<file path="config.mk">
export PLATFORM = sky130hd
export DESIGN_NAME = ram_march_bist
export DESIGN_NICKNAME = d
export VERILOG_FILES = /design/src/rtl/ram_march_bist.sv
export SDC_FILE = /design/constraint.sdc
export NUM_CORES = 1
export LEC_CHECK = 0
export BUFFER_PORTS_ARGS = -buffer_cell sky130_fd_sc_hd__buf_2
export CELL_PAD_IN_SITES_DETAIL_PLACEMENT = 0
export CELL_PAD_IN_SITES_GLOBAL_PLACEMENT = 1
export CORE_MARGIN = 3
export CORE_UTILIZATION = 25
export DETAILED_ROUTE_END_ITERATION = 10
export GPL_TIMING_DRIVEN = 0
export MAX_ROUTING_LAYER = met4
export PLACE_DENSITY_LB_ADDON = 0.05
export SYNTH_ARGS = -nofsm -noshare
export SYNTH_HDL_FRONTEND = slang
export SYNTH_SLANG_ARGS = --single-unit
</file>
<file path="constraint.sdc">
create_clock -name clk -period 2.6 [get_ports clk]
set_input_delay 0.26 -clock clk [delete_from_list [all_inputs] [get_ports clk]]
set_output_delay 0.26 -clock clk [all_outputs]
set_load 0.02 [all_outputs]
</file>
<file path="src/rtl/ram_march_bist.sv">
// March-test BIST initiator for a single-port RAM: write background, read/verify/invert
// ascending, then read/verify descending; reports pass or the first failing location.
module ram_march_bist #(
  parameter int unsigned ADDR_W = 10,
  parameter int unsigned DATA_W = 8,
  parameter logic [DATA_W-1:0] PATTERN = 8'h55,
  parameter int unsigned RD_LAT = 1
) (
  input  logic              clk,
  input  logic              rst,
  input  logic              start,
  output logic              busy,
  output logic              done,
  output logic              pass,
  output logic [ADDR_W-1:0] fail_addr,
  output logic [DATA_W-1:0] fail_data,
  output logic              fail_phase,
  output logic              ram_wr,
  output logic              ram_rd,
  output logic [ADDR_W-1:0] ram_add,
  output logic [DATA_W-1:0] ram_din,
  input  logic [DATA_W-1:0] ram_dout
);

  localparam int unsigned CNT_W = (RD_LAT > 1) ? $clog2(RD_LAT) : 1;
  localparam logic [CNT_W-1:0] WLAST = CNT_W'(RD_LAT - 1);
  localparam logic [ADDR_W-1:0] ALAST = '1;

  typedef enum logic [2:0] {
    IDLE, PA_W, PB_R, PB_WAIT, PB_W, PC_R, PC_WAIT, END
  } state_t;

  state_t state, state_n;
  logic [ADDR_W-1:0] addr, addr_n;
  logic [CNT_W-1:0] wcnt, wcnt_n;
  logic clr, rec_pass, rec_fail, rec_phase;
  logic busy_n;

  always_ff @(posedge clk) begin
    if (rst) begin
      state <= IDLE;
      addr <= '0;
      wcnt <= '0;
    end else begin
      state <= state_n;
      addr <= addr_n;
      wcnt <= wcnt_n;
    end
  end

  always_comb begin
    state_n = state;
    addr_n = addr;
    wcnt_n = wcnt;
    clr = 1'b0;
    rec_pass = 1'b0;
    rec_fail = 1'b0;
    rec_phase = 1'b0;
    case (state)
      IDLE, END: begin
        // END behaves like IDLE except that results are held for the requester
        if (start) begin
          state_n = PA_W;
          addr_n = '0;
          clr = 1'b1;
        end
      end
      PA_W: begin
        if (addr == ALAST) begin
          state_n = PB_R;
          addr_n = '0;
        end else begin
          addr_n = addr + 1'b1;
        end
      end
      PB_R: begin
        state_n = PB_WAIT;
        wcnt_n = '0;
      end
      PB_WAIT: begin
        if (wcnt == WLAST) begin
          if (ram_dout != PATTERN) begin
            state_n = END;
            rec_fail = 1'b1;
          end else begin
            state_n = PB_W;
          end
        end else begin
          wcnt_n = wcnt + 1'b1;
        end
      end
      PB_W: begin
        // phase C starts at the address phase B just finished, so no wrap
        state_n = PC_R;
        if (addr != ALAST) begin
          state_n = PB_R;
          addr_n = addr + 1'b1;
        end
      end
      PC_R: begin
        state_n = PC_WAIT;
        wcnt_n = '0;
      end
      PC_WAIT: begin
        if (wcnt == WLAST) begin
          if (ram_dout != ~PATTERN) begin
            state_n = END;
            rec_fail = 1'b1;
            rec_phase = 1'b1;
          end else if (addr == '0) begin
            state_n = END;
            rec_pass = 1'b1;
          end else begin
            state_n = PC_R;
            addr_n = addr - 1'b1;
          end
        end else begin
          wcnt_n = wcnt + 1'b1;
        end
      end
      default: state_n = IDLE;
    endcase
  end

  assign busy_n = (state_n != IDLE) && (state_n != END);

  // Outputs are registered from the next-state view so strobes line up with state.
  always_ff @(posedge clk) begin
    if (rst) begin
      busy <= 1'b0;
      done <= 1'b0;
      pass <= 1'b0;
      fail_addr <= '0;
      fail_data <= '0;
      fail_phase <= 1'b0;
      ram_wr <= 1'b0;
      ram_rd <= 1'b0;
      ram_add <= '0;
      ram_din <= '0;
    end else begin
      busy <= busy_n;
      done <= (state_n == END);
      ram_wr <= (state_n == PA_W) || (state_n == PB_W);
      ram_rd <= (state_n == PB_R) || (state_n == PC_R);
      ram_add <= busy_n ? addr_n : '0;
      ram_din <= (state_n == PA_W) ? PATTERN :
                 (state_n == PB_W) ? ~PATTERN : '0;
      if (clr) begin
        pass <= 1'b0;
        fail_addr <= '0;
        fail_data <= '0;
        fail_phase <= 1'b0;
      end else if (rec_pass) begin
        pass <= 1'b1;
      end else if (rec_fail) begin
        pass <= 1'b0;
        fail_addr <= addr;
        fail_data <= ram_dout;
        fail_phase <= rec_phase;
      end
    end
  end

endmodule

</file>
After elaboration in Yosys (flattened, before gate mapping). Index checks and enable logic that the tools add are counted.

Bits in registers: 56. Input port bits: 11. Output and inout port bits: 42. Logic and storage cells: 85.

Add/subtract/negate cells: 3. Eq/ne operators: 17. Muxes and demuxes: 34. Bitwise gates (word level): 2. Reduce and logical (&&, ||, !) cells: 15.

Operators with widths (number): 2-to-1 mux 10 bit (6); one-hot mux 10 bit (4 select lines) (1); equality test 3 bit (second input constant) (7); one-hot mux 3 bit (7 select lines) (1); 2-to-1 mux 3 bit (5); 2-to-1 mux 1 bit (14); OR reduction 2 bit (6); adder 10 x 1 -> 10 bit (second input constant) (1); equality test 10 bit (second input constant) (1); zero test 10 bit (1); inequality test 10 bit (second input constant) (1); subtractor 10 x 1 -> 10 bit (second input constant) (1); equality test 3 x 2 -> 1 bit (second input constant) (3); 2-to-1 mux 8 bit (1); inequality test 8 x 7 -> 1 bit (second input constant) (1); inequality test 8 bit (second input constant) (1); 2-to-1 mux 7 bit (1); equality test 3 x 1 -> 1 bit (second input constant) (2); 2-to-1 mux 2 bit (3); one-hot mux 1 bit (2 select lines) (2); nonzero test 2 bit (2); zero test 3 bit (1); inequality test 3 bit (second input constant) (1); nonzero test 3 bit (1); other kinds (5) (7).

Logic depth before layout (Yosys ltp).
Depth after elaboration: 9. Depth in mapped cells: 10. Depth with buffers taken out: 9.

Worst setup path before layout. OpenSTA, ideal clock, no wires.

Kind: register -> register. Start point: register addr[0]. End point: register ram_add[5]. Setup time: 119 ps. Data arrival time: 2113 ps. Data required time: 2481 ps. Slack: 368 ps. Cell stages (with the launch flop): 10. Buffers on the path: 1. Period minus slack after synthesis: 2232 ps. Cell sequence: dfxtp_1 inv_1 ha_1 nor4b_1 and3_1 buf_6 or4_1 a221o_1 mux2i_1 nor2_1.

Cells in the longest elaborated chain, start to end: 9. Elaborated cells on any way between the ends: 22. Classes of those cells: 2 x add/sub; 3 x eq/ne; 12 x mux; 1 x bitwise; 4 x reduce/logical.

RTL lines: from (decl) (line 34) `logic [ADDR_W-1:0] addr, addr_n;`; from (signal assigned) (line 46) `addr <= addr_n;`; zero test 10 bit (line 110) `end else if (addr == '0) begin`; 2-to-1 mux 2 bit (line 110); 2-to-1 mux 2 bit (line 106) `if (ram_dout != ~PATTERN) begin`; 2-to-1 mux 3 bit (line 105) `if (wcnt == WLAST) begin`; one-hot mux 3 bit (7 select lines) (line 59) `case (state)`; inequality test 3 bit or nonzero test 3 bit (tied branches) (line 125) `assign busy_n = (state_n != IDLE) && (state_n != END);`; logical AND 1 bit (line 125); inverter 1 bit (no source line); OR reduction 2 bit (no source line); to (signal assigned) (line 145) `ram_add <= busy_n ? addr_n : '0;`; to (decl) (line 20) `output logic [ADDR_W-1:0] ram_add,`.

Parallel ways exist; a longest one is shown, timed or not. A chain may end at the register's enable or synchronous reset.

Final worst setup path.
Start point: register addr[0]. End point: register addr[5].

Cells in the longest elaborated chain, start to end: 5. Elaborated cells on any way between the ends: 11. Classes of those cells: 2 x add/sub; 2 x eq/ne; 6 x mux; 1 x reduce/logical.

RTL lines (line): subtractor 10 x 1 -> 10 bit or zero test 10 bit (tied branches) (115, 110); 2-to-1 mux 10 bit (110); 2-to-1 mux 10 bit (106); 2-to-1 mux 10 bit (105); one-hot mux 10 bit (4 select lines) (*) (59).

Every way passes the cells marked *; elsewhere a longest branch is shown, timed or not.

==> metrics <==
CTS tree=built; total power=1.37 mW; CTS max path bufs=2; Vert. Die Dim=108 µm; Cell Area, Synth=2580 µm²; power density cells=433 nW/µm²; FF-to-FF setup slack=150 ps; Worst Tran Pin Value=697 ps; Hold Crit Start=ram_dout[5]; period utilization=94.2%; DR WL/cell=16.1 µm; first-pass GRT wire length=13.7 mm; family with the most delay on the worst path=simple AND/OR/NAND/NOR gates; Remaining DRCs=0; WS Path Type=flip-flop to flip-flop; nature of the critical path endpoint=flip-flop; CTS buffer count=5; largest net degree at the start of global routing=15; via/cell ratio=4.99; FP Rows=36; CP required=2780 ps; ys flop type=dfxtp_1; setup violators final=0; Fmax=0.408 GHz; final worst slack=150 ps; register area share after synthesis=38.0%; Synth-to-Final Area Change=23.0%; antenna violations before repair=0; H-tree Lvls=2; Synth async-reset ratio=0%; Setup Skew=4.48 ps; YS warnings=0; Final Hold Violating Endpoints=0; post-route ant nets=0; Relative slew margins=53.4%; via count=2593; drt first pass iters=4; worst-path cell chain=clkinvlp_4 -> ha_1 -> nor4b_1 -> and3_1 -> buf_6 -> or4_4 -> a221o_1 -> mux2i_2 -> nor2_1; CP startpoint kind=flip-flop; GRT Total Usage=15.5%; number of diodes=0; Reg-to-Reg Start=addr[0]; largest area contributor in the netlist=dfxtp_1; fin. max-slew vios=0; Synth top area share=38.0%; Gate Count Post-Synth=322; synth cell count leaders=dfxtp_1 (49), nand2_1 (33), nor2_1 (33), a21oi_1 (32), nand3_1 (24); Hold-fix buffers, CTS=0; critical path data arrival time=2630 ps; Clock Pin Slew Worst Setup and Hold Paths=90 ps; fraction of layout instances using a drive strength above 1=25.3%; Worst Path Buf+Inv=2; final WL=8.39 mm; RSZ-0062 raised after global routing=false; effective utilization at floorplan=26.0%; hold slack=217 ps; post-synth net total=337; Mapped Avg Cell Area=8.01 µm²; gpl congestion=0.852; CP peak stage delay=480 ps; hold crit path type=primary input to flip-flop; Yosys reg bits=49; dpl hpwl=6.27 mm; maxcap violations=0; pre-CTS setup slack=-89.0 ps; Final nets=401; Worst Setup SP=addr[0]; Post-synth EDFFs=0; die area=11600 µm²; Core Region=9910 µm²; CP max-delay cell=or4_4; boundary pin count=53; # port buffers=50; VDD IR max=0.188 mV; vias in the first global route=2622; CTS root buf=clkbuf_8; clock sinks=49; clk_lat worst skew=300 ps; top cells by area, synth=dfxtp_1 (38%), a21oi_1 (6.2%), nand2_1 (4.8%), nor2_1 (4.8%), nand3_1 (4.7%); die width=108 µm; Crit Path Max Fanout=8; initial drt markers=119; Final min period=2450 ps; Leak Pwr=1.29 nW; total gr overflow=0; status=finished, final reports clean; post-synth cell types=63; top-count cell post-synth=dfxtp_1
## tightest hold or removal path, delay by kind of cell
kind                   cells  cell delay, ps
AOI/OAI and AO/OA          1              50
buffers and inverters      1             110
and+or+nand+nor            1              60
## metrics by stage
step | area, µm² | setup TNS, ps | utilization, % | instances
global placement | 3000 | -593 | 30.2 | 505
global route | 3170 | 0 | 32.0 | 520
floorplan | 2580 | 0 | - | 322
finish | 3170 | 0 | 32.0 | 520
CTS | 3090 | 0 | 31.1 | 513
detailed placement | 3000 | -318 | 30.2 | 505
## final timing paths
kind              depth (start not counted)      endpoint
hold reg to reg                           2  fail_data[0]
setup / recovery                          9       addr[5]
setup reg to reg                          9       addr[5]
hold / removal                            3  fail_data[5]
## flip-flops by register name (all words and copies together), names as in the netlist
register	count
addr	10
fail_addr	10
ram_add	10
fail_data	8
state	3
ram_din	2
busy	1
done	1
fail_phase	1
pass	1
ram_rd	1
ram_wr	1
## power by group
part | internal, mW | leakage, nW | total (mW) | switching (mW)
clock | 0.187 | 0.0450 | 0.447 | 0.260
sequential | 0.759 | 0.397 | 0.766 | 0.00763
combinational | 0.0606 | 0.844 | 0.161 | 0.101
total | 1.01 | 1.29 | 1.37 | 0.368
## cell usage in the layout, fill, tap and decap left out, types with 3 or more instances in the layout
cell / n
buf_2: 55
dfxtp_1: 47
nand2_1: 33
nor2_1: 33
a21oi_1: 32
nand3_1: 24
buf_4: 13
clkbuf_1: 11
nor4_1: 9
nor2b_1: 9
inv_1: 7
nor3_1: 7
nand2b_1: 6
o21ai_0: 6
clkbuf_8: 5
and2_1: 4
ha_1: 4
inv_2: 3
o221ai_1: 3
and3_1: 3
o31a_1: 3
a21o_1: 3
a22o_1: 3
## per-layer routing
metal	wire length, µm	vias up	track usage (%)
met3	279	15	2.28
li1	-	1289	-
met4	192	0	5.95
met5	0	-	-
met2	3820	53	24.0
met1	4100	1236	20.4
## kinds of logic (layout without fill, tap and decap cells)
family                   Yosys count  in the layout  synth area share, %
AND/OR/NAND/NOR                  145            145                 29.0
buffers and inverters             36            101                 6.65
multiplexers                       5              5                 2.13
adder cells (fa/ha/maj)            4              4                 1.94
flip-flops                        49             49                 38.0
AO/OA/AOI/OAI                     83             83                 22.2
## timing repair
action,in CTS,in global routing
resized for setup,2,9
buffers inserted,0,7
pin swaps,0,1
setup endpoints to repair,12,25
## final cells by class
type / count / area, µm²
Buffer: 25 / 131
Clock buffer: 6 / 72.6
Clock inverter: 2 / 10.0
Fill cell: 1137 / 6740
Inverter: 11 / 45.0
Multi-Input combinational cell: 237 / 1460
Sequential cell: 49 / 986
Tap cell: 133 / 166
Timing Repair Buffer: 57 / 303
No activity file was read; power rests on OpenSTA's default activity.
